**src/rtl/byte_seq_ctrl.sv**
```systemverilog
// Sequencing controller that holds one 128-bit word and streams its byte lanes
// in ascending or descending order over a valid/ready interface, with last/done markers.
module byte_seq_ctrl #(
  parameter int NLANE = 16,
  parameter int BW    = 8
) (
  input  logic                  clk_i,
  input  logic                  rst_i,
  input  logic                  load_valid_i,
  output logic                  load_ready_o,
  input  logic [NLANE*BW-1:0]   load_data_i,
  input  logic [3:0]            load_len_i,
  input  logic                  load_dir_i,
  input  logic                  abort_i,
  output logic [3:0]            sel_o,
  output logic [BW-1:0]         out_data_o,
  output logic                  out_valid_o,
  input  logic                  out_ready_i,
  output logic                  out_last_o,
  output logic                  busy_o,
  output logic                  done_o
);

  typedef enum logic {
    IDLE,
    STREAM
  } state_t;

  state_t                state_q;
  logic [NLANE*BW-1:0]   holdWord_q;
  logic [3:0]            sel_q;
  logic [3:0]            cnt_q;
  logic                  dir_q;
  logic                  done_q;

  logic                  streaming;
  logic                  lastBeat;
  logic                  beatFire;
  logic                  loadFire;

  // A beat is only counted as transferred when abort is low in the same cycle.
  always_comb begin
    streaming    = (state_q == STREAM);
    lastBeat     = (cnt_q == 4'd0);
    beatFire     = streaming && out_ready_i && !abort_i && !rst_i;
    load_ready_o = !rst_i && !abort_i &&
                   (!streaming || (out_ready_i && lastBeat));
    loadFire     = load_valid_i && load_ready_o;
  end

  assign out_valid_o = streaming;
  assign out_last_o  = streaming && lastBeat;
  assign busy_o      = streaming;
  assign sel_o       = sel_q;
  assign done_o      = done_q;
  assign out_data_o  = holdWord_q[sel_q*BW +: BW];

  // Single FSM register block; priority is reset, then abort, then load, then beat.
  always_ff @(posedge clk_i) begin
    if (rst_i) begin
      state_q    <= IDLE;
      holdWord_q <= '0;
      sel_q      <= 4'd0;
      cnt_q      <= 4'd0;
      dir_q      <= 1'b0;
      done_q     <= 1'b0;
    end else if (abort_i) begin
      state_q <= IDLE;
      sel_q   <= 4'd0;
      cnt_q   <= 4'd0;
      done_q  <= 1'b0;
    end else begin
      done_q <= beatFire && lastBeat;
      if (loadFire) begin
        state_q    <= STREAM;
        holdWord_q <= load_data_i;
        cnt_q      <= load_len_i;
        dir_q      <= load_dir_i;
        sel_q      <= load_dir_i ? load_len_i : 4'd0;
      end else if (beatFire) begin
        if (lastBeat) begin
          state_q <= IDLE;
        end else begin
          cnt_q <= cnt_q - 4'd1;
          sel_q <= dir_q ? (sel_q - 4'd1) : (sel_q + 4'd1);
        end
      end
    end
  end

endmodule

```
**config.mk**
```make
export PLATFORM = sky130hd
export DESIGN_NAME = byte_seq_ctrl
export DESIGN_NICKNAME = d
export VERILOG_FILES = /design/src/rtl/byte_seq_ctrl.sv
export SDC_FILE = /design/constraint.sdc
export NUM_CORES = 1
export LEC_CHECK = 0
export CAP_MARGIN = 0
export CORE_UTILIZATION = 53
export DETAILED_ROUTE_END_ITERATION = 10
export PLACE_DENSITY = 0.88
export SKIP_LAST_GASP = 1
export SLEW_MARGIN = 20
export SYNTH_ARGS = -nofsm -noshare
export SYNTH_HDL_FRONTEND = slang
export SYNTH_SLANG_ARGS = --single-unit
```
**constraint.sdc**
```tcl
create_clock -name clk_i -period 3.1 [get_ports clk_i]
set_input_delay 0.62 -clock clk_i [delete_from_list [all_inputs] [get_ports clk_i]]
set_output_delay 0.62 -clock clk_i [all_outputs]
set_load 0.02 [all_outputs]
```
Yosys cells after proc, flatten, opt, wreduce, memory -nomap -nowiden
Cells that the tools add are included.

ROM bits: 0. Flip-flop bits (word level): 139. Latch bits: 0. Input port bits: 138. Word-level logic and storage cells: 43. Output and inout port bits: 17. Memories: 0. Memory bits (writable): 0.

Multipliers: 0. Div/mod/pow operators: 0. Muxes and demuxes: 11. Add/subtract/negate cells: 3. Reductions and logical operators: 20. Bitwise logic cells: 1. Order comparisons: 0. Shift operators: 1. Equal/unequal tests: 1.

Operator list (number): 128-bit by 8-bit variable part select with 8-bit output (1); 4-bit two-way mux (8); 1-bit logical AND (9); 4-bit by 1-bit subtractor with 4-bit output, second input constant (2); 2-bit AND reduction (3); 4-bit by 1-bit adder with 4-bit output, second input constant (1); 4-bit logical NOT (1); 2-bit nonzero test (2); 1-bit logical NOT (3); 1-bit two-way mux (3); 2-bit by 1-bit != test with 1-bit output, second input constant (1); 2-bit OR reduction (1); 1-bit logical OR (1); 1-bit inverter (1).

Depth between registers and ports, before layout
Depth after elaboration: 7. Depth in mapped cells: 9. Mapped depth without buffers: 6.

Worst setup path before layout
No wires, ideal clock.

Kind: reg2out. From: register sel_q[0] (netlist: sel_o[0]). To: output port out_data_o[0]. Path slack: 648 ps. Cell stages (with the launch flop): 5. Path buffers: 2. Required time: 2480 ps. Data arrival time: 1832 ps. Cell sequence: dfxtp_1 > buf_6 > buf_8 > mux4_1 > mux4_2.

Cells in the longest elaborated chain, start to end: 1.

RTL lines: start: declaration (RTL line 31) `logic [3:0] sel_q;`; start signal: assignment (RTL line 79) `sel_q <= load_dir_i ? load_len_i : 4'd0;`; start signal: assignment (RTL line 85) `sel_q <= dir_q ? (sel_q - 4'd1) : (sel_q + 4'd1);`; 128-bit by 8-bit variable part select with 8-bit output (RTL line 56) `assign out_data_o = holdWord_q[sel_q*BW +: BW];`; end: declaration (RTL line 16) `output logic [BW-1:0] out_data_o,`.

Every way passes these cells.

Worst setup path in the final report
From: register sel_q[0] (netlist: sel_o[0]). To: output port out_data_o[6].

The elaborated chain is that of the path after synthesis.

==> impl_metrics.py <==
metrics = {
    "global_route": {
        "grt_start_max_net_pins": 133,
        "grt_overflow": 0,
        "grt_pass1_wl_mm": 28.4,
        "first_global_vias": 5545,
        "grt_use_total_pct": 32.3,
        "number_of_antenna_violations_at_the_first_check_in_global_routing": 0,
    },
    "clock_tree": {
        "cts_root_buf": "sky130_fd_sc_hd__clkbuf_16",
        "clock_path_buffers": 2,
        "cts_buffer_count": 17,
        "htree_num_levels": 4,
        "clkSlewWorstSetupHoldPaths_ns": 0.06,
        "clock_latency_ns": 0.42,
        "tritoncts_num_sinks": 139,
        "cts_hold_repair.buffers": 0,
        "cts_tree": "done",
    },
    "worst_setup_path": {
        "worstPathRequired_ns": 2.48,
        "kind_of_cell_adding_the_most_delay_to_the_critical_path": "multiplexers",
        "setup.worst_path.class": "flop to output pin",
        "critPathMaxStageDelay_ns": 0.63,
        "arr_time_crit_path_ns": 2.53,
        "cpMaxStageDelayCell": "sky130_fd_sc_hd__mux4_1",
        "timing.critical_path.to_type": "output pin",
        "setup.worst_path.start_class": "flop",
        "cp_max_fo": 9,
        "cp_num_buf_inv": 2,
        "crit_chain": "buf_6 -> mux4_1 -> mux4_2 -> dlygate4sd2_1",
    },
    "detailed_routing": {
        "route.top_layer_used": "met4",
        "drt_wl_total_mm": 20.9,
        "dr.pass1.iters": 5,
        "routed_wirelength_normalized_by_instance_count_um": 21.2,
        "metal3_wl_mm": 2.22,
        "total_routed_wire_length_on_the_met1_layer_mm": 7.74,
        "number_of_routed_nets_with_antenna_violations": 0,
        "drt-vias-per-instance": 6.04,
        "detailroute.via_count": 5940,
        "drt_iter0_markers": 789,
        "drc_errors": 0,
        "route.met2.wl_mm": 9.62,
    },
    "timing": {
        "clock_skew_ns": 0.0121,
        "layout_min_cycle_time_ns": 3.15,
        "fin_crit_share_pct": 102,
        "total_count_of_hold_check_failures_in_the_final_report": 0,
        "max_freq_mhz": 318,
        "finalHoldWorstSlack_ns": 0.458,
        "finalSetupViolations": 4,
        "maxSlewViolCount": 0,
        "setup_slack_ns": -0.0489,
        "tightestPinTransition_ns": 0.968,
        "slew_headroom_pct": 35.5,
    },
    "die": {
        "io_pins": 155,
        "die-width_um": 110,
        "num_rows": 39,
        "floorplan.initialDensity_pct": 54.3,
        "die_height_um": 110,
        "placeableCoreArea_um2": 11400,
        "die_area_um2": 12100,
    },
    "synth": {
        "postSynth.topFlopCell": "sky130_fd_sc_hd__dfxtp_1",
        "ys_async_sr_fraction_pct": 0,
        "synth_edf_count": 0,
        "synth.lib_cells_used.distinct": 48,
        "mappedNetlistNets": 835,
        "postSynthRegisterBits": 139,
        "synthesized_area_divided_by_synthesized_cell_count_um2": 8.97,
        "share_of_the_yosys_chip_area_belonging_to_registers_pct": 44.8,
        "postSynthCellCount": 692,
        "syn_area_um2": 6200,
        "yosys_warnings": 0,
    },
    "final_layout": {
        "nNetsFinal": 970,
        "finalCoreUtilization_pct": 74.4,
        "synthToLayoutAreaGrowth_pct": 36.9,
        "insertedDiodeCount": 0,
        "drive_above_1_share_pct": 9.29,
    },
    "outcome": {
        "violations": "setup timing",
        "outcome": "finished, violations left",
    },
    "place": {
        "worst_slack_placed_ns": 0.158,
        "placement.io_buffers": 154,
        "gp_routability_congestion": 0.972,
        "dp_hpwl_mm": 12.8,
    },
    "pwr": {
        "ir_drop_worst_vdd_mv": 0.487,
        "p_leak_nw": 3.06,
        "power.density_nw_per_um2": 561,
    },
    "min_path": {
        "min_path_type": "flop to flop",
    },
    "run": {
        "number_of_max_cap_violations": 0,
    },
}
-- worst min-delay path: stages, from the launching register on --
cell	delay [ns]
sky130_fd_sc_hd__dfxtp_1	0.31
sky130_fd_sc_hd__nand2_1	0.05
sky130_fd_sc_hd__a21oi_1	0.05
-- path summary, 6_finish.rpt --
kind | from | endpoint | slack, ns | cells after the start
worst min-delay path | holdWord_q[41] | holdWord_q[41] | 0.46 | 2
worst max register to register | cnt_q[0] | holdWord_q[72] | 0.98 | 7
worst max-delay path | sel_o[0] | out_data_o[6] | -0.05 | 4
worst min register to register | holdWord_q[41] | holdWord_q[41] | 0.46 | 2
-- cell families (layout without fill, tap and decap cells) --
kind of cell    after synthesis  count (layout)  share of synthesized area, %
compound gates              150             150                          12.7
xor+xnor                      1               1                         0.141
fa+ha+maj                     5               5                          1.13
buf+inv                      63             211                          5.85
flops                       139             139                          44.8
mux                          42              42                          16.1
simple gates                292             292                          19.2
-- cell usage in the layout (no fill, tap or decap), types with 3 or more instances in the layout --
master,n
sky130_fd_sc_hd__nand2_1,262
sky130_fd_sc_hd__clkdlybuf4s50_1,145
sky130_fd_sc_hd__dfxtp_1,138
sky130_fd_sc_hd__a21oi_1,133
sky130_fd_sc_hd__mux4_2,22
sky130_fd_sc_hd__clkbuf_16,18
sky130_fd_sc_hd__mux4_1,17
sky130_fd_sc_hd__buf_4,11
sky130_fd_sc_hd__dlygate4sd2_1,8
sky130_fd_sc_hd__inv_1,7
sky130_fd_sc_hd__nand3_1,6
sky130_fd_sc_hd__bufinv_16,6
sky130_fd_sc_hd__buf_12,5
sky130_fd_sc_hd__o21ai_0,4
sky130_fd_sc_hd__ha_1,4
sky130_fd_sc_hd__and2_1,3
sky130_fd_sc_hd__nand2b_1,3
sky130_fd_sc_hd__nor2_1,3
sky130_fd_sc_hd__clkbuf_8,3
sky130_fd_sc_hd__clkbuf_1,3
-- per-stage QoR --
stage	instance area (µm²)	total power, W	instances	TNS, ns
after global routing	8490	0.00488	983	-0.141
after floorplan	6200	0.00215	692	0
after global placement	7780	0.00240	948	0
after detailed placement	7780	0.00242	948	0
after CTS	8460	0.00474	980	-0.0100
final	8490	0.00476	983	-0.0968
-- flip-flops by register name, indices dropped and copies added, names as in the netlist --
| signal | count |
|---|---|
| dir_q | 1 |
| sel_o | 4 |
| cnt_q | 4 |
| done_o | 1 |
| holdWord_q | 128 |
| busy_o | 1 |
-- report_power, final --
group / switching (W) / internal (W)
Combinational: 0.000228 / 0.000281
Clock: 0.000769 / 0.00158
Sequential: 0.0000560 / 0.00185
-- layer usage --
| metal | track usage, % | vias up |
|---|---|---|
| li1 | - | 2646 |
| met3 | 7.94 | 102 |
| met5 | 0 | - |
| met2 | 50.9 | 414 |
| met4 | 21.4 | 0 |
| met1 | 39.4 | 2778 |
-- layout make-up --
type | count | area, µm²
repair buffers | 172 | 1750
multi-input cells | 490 | 3060
fillers | 747 | 2930
flip-flops and latches | 139 | 2790
well taps | 143 | 179
clock buffers | 23 | 478
inverters | 7 | 26.3
clock inverters | 9 | 206
-- synth_stat cells (3+ instances only) --
library cell	instances	area, µm²
sky130_fd_sc_hd__a21oi_1	133	666
sky130_fd_sc_hd__and2_1	3	18.8
sky130_fd_sc_hd__buf_2	17	85.1
sky130_fd_sc_hd__buf_4	11	82.6
sky130_fd_sc_hd__buf_6	4	45.0
sky130_fd_sc_hd__clkbuf_1	21	78.8
sky130_fd_sc_hd__dfxtp_1	139	2780
sky130_fd_sc_hd__ha_1	4	50.1
sky130_fd_sc_hd__inv_1	7	26.3
sky130_fd_sc_hd__mux4_1	20	526
sky130_fd_sc_hd__mux4_2	19	428
sky130_fd_sc_hd__nand2_1	262	983
sky130_fd_sc_hd__nand2b_1	3	18.8
sky130_fd_sc_hd__nand3_1	6	30.0
sky130_fd_sc_hd__nor2_1	3	11.3
sky130_fd_sc_hd__o21ai_0	4	20.0
-- what timing repair did --
| item | 4_1_cts | 5_1_grt |
|---|---|---|
| hold endpoints to repair | 0 | 0 |
| setup endpoints to repair | 8 | 5 |
| cloned | 0 | 1 |
| gates resized for setup | 11 | 2 |
| buffers inserted | 0 | 2 |
(Power assumes the default switching activity.)
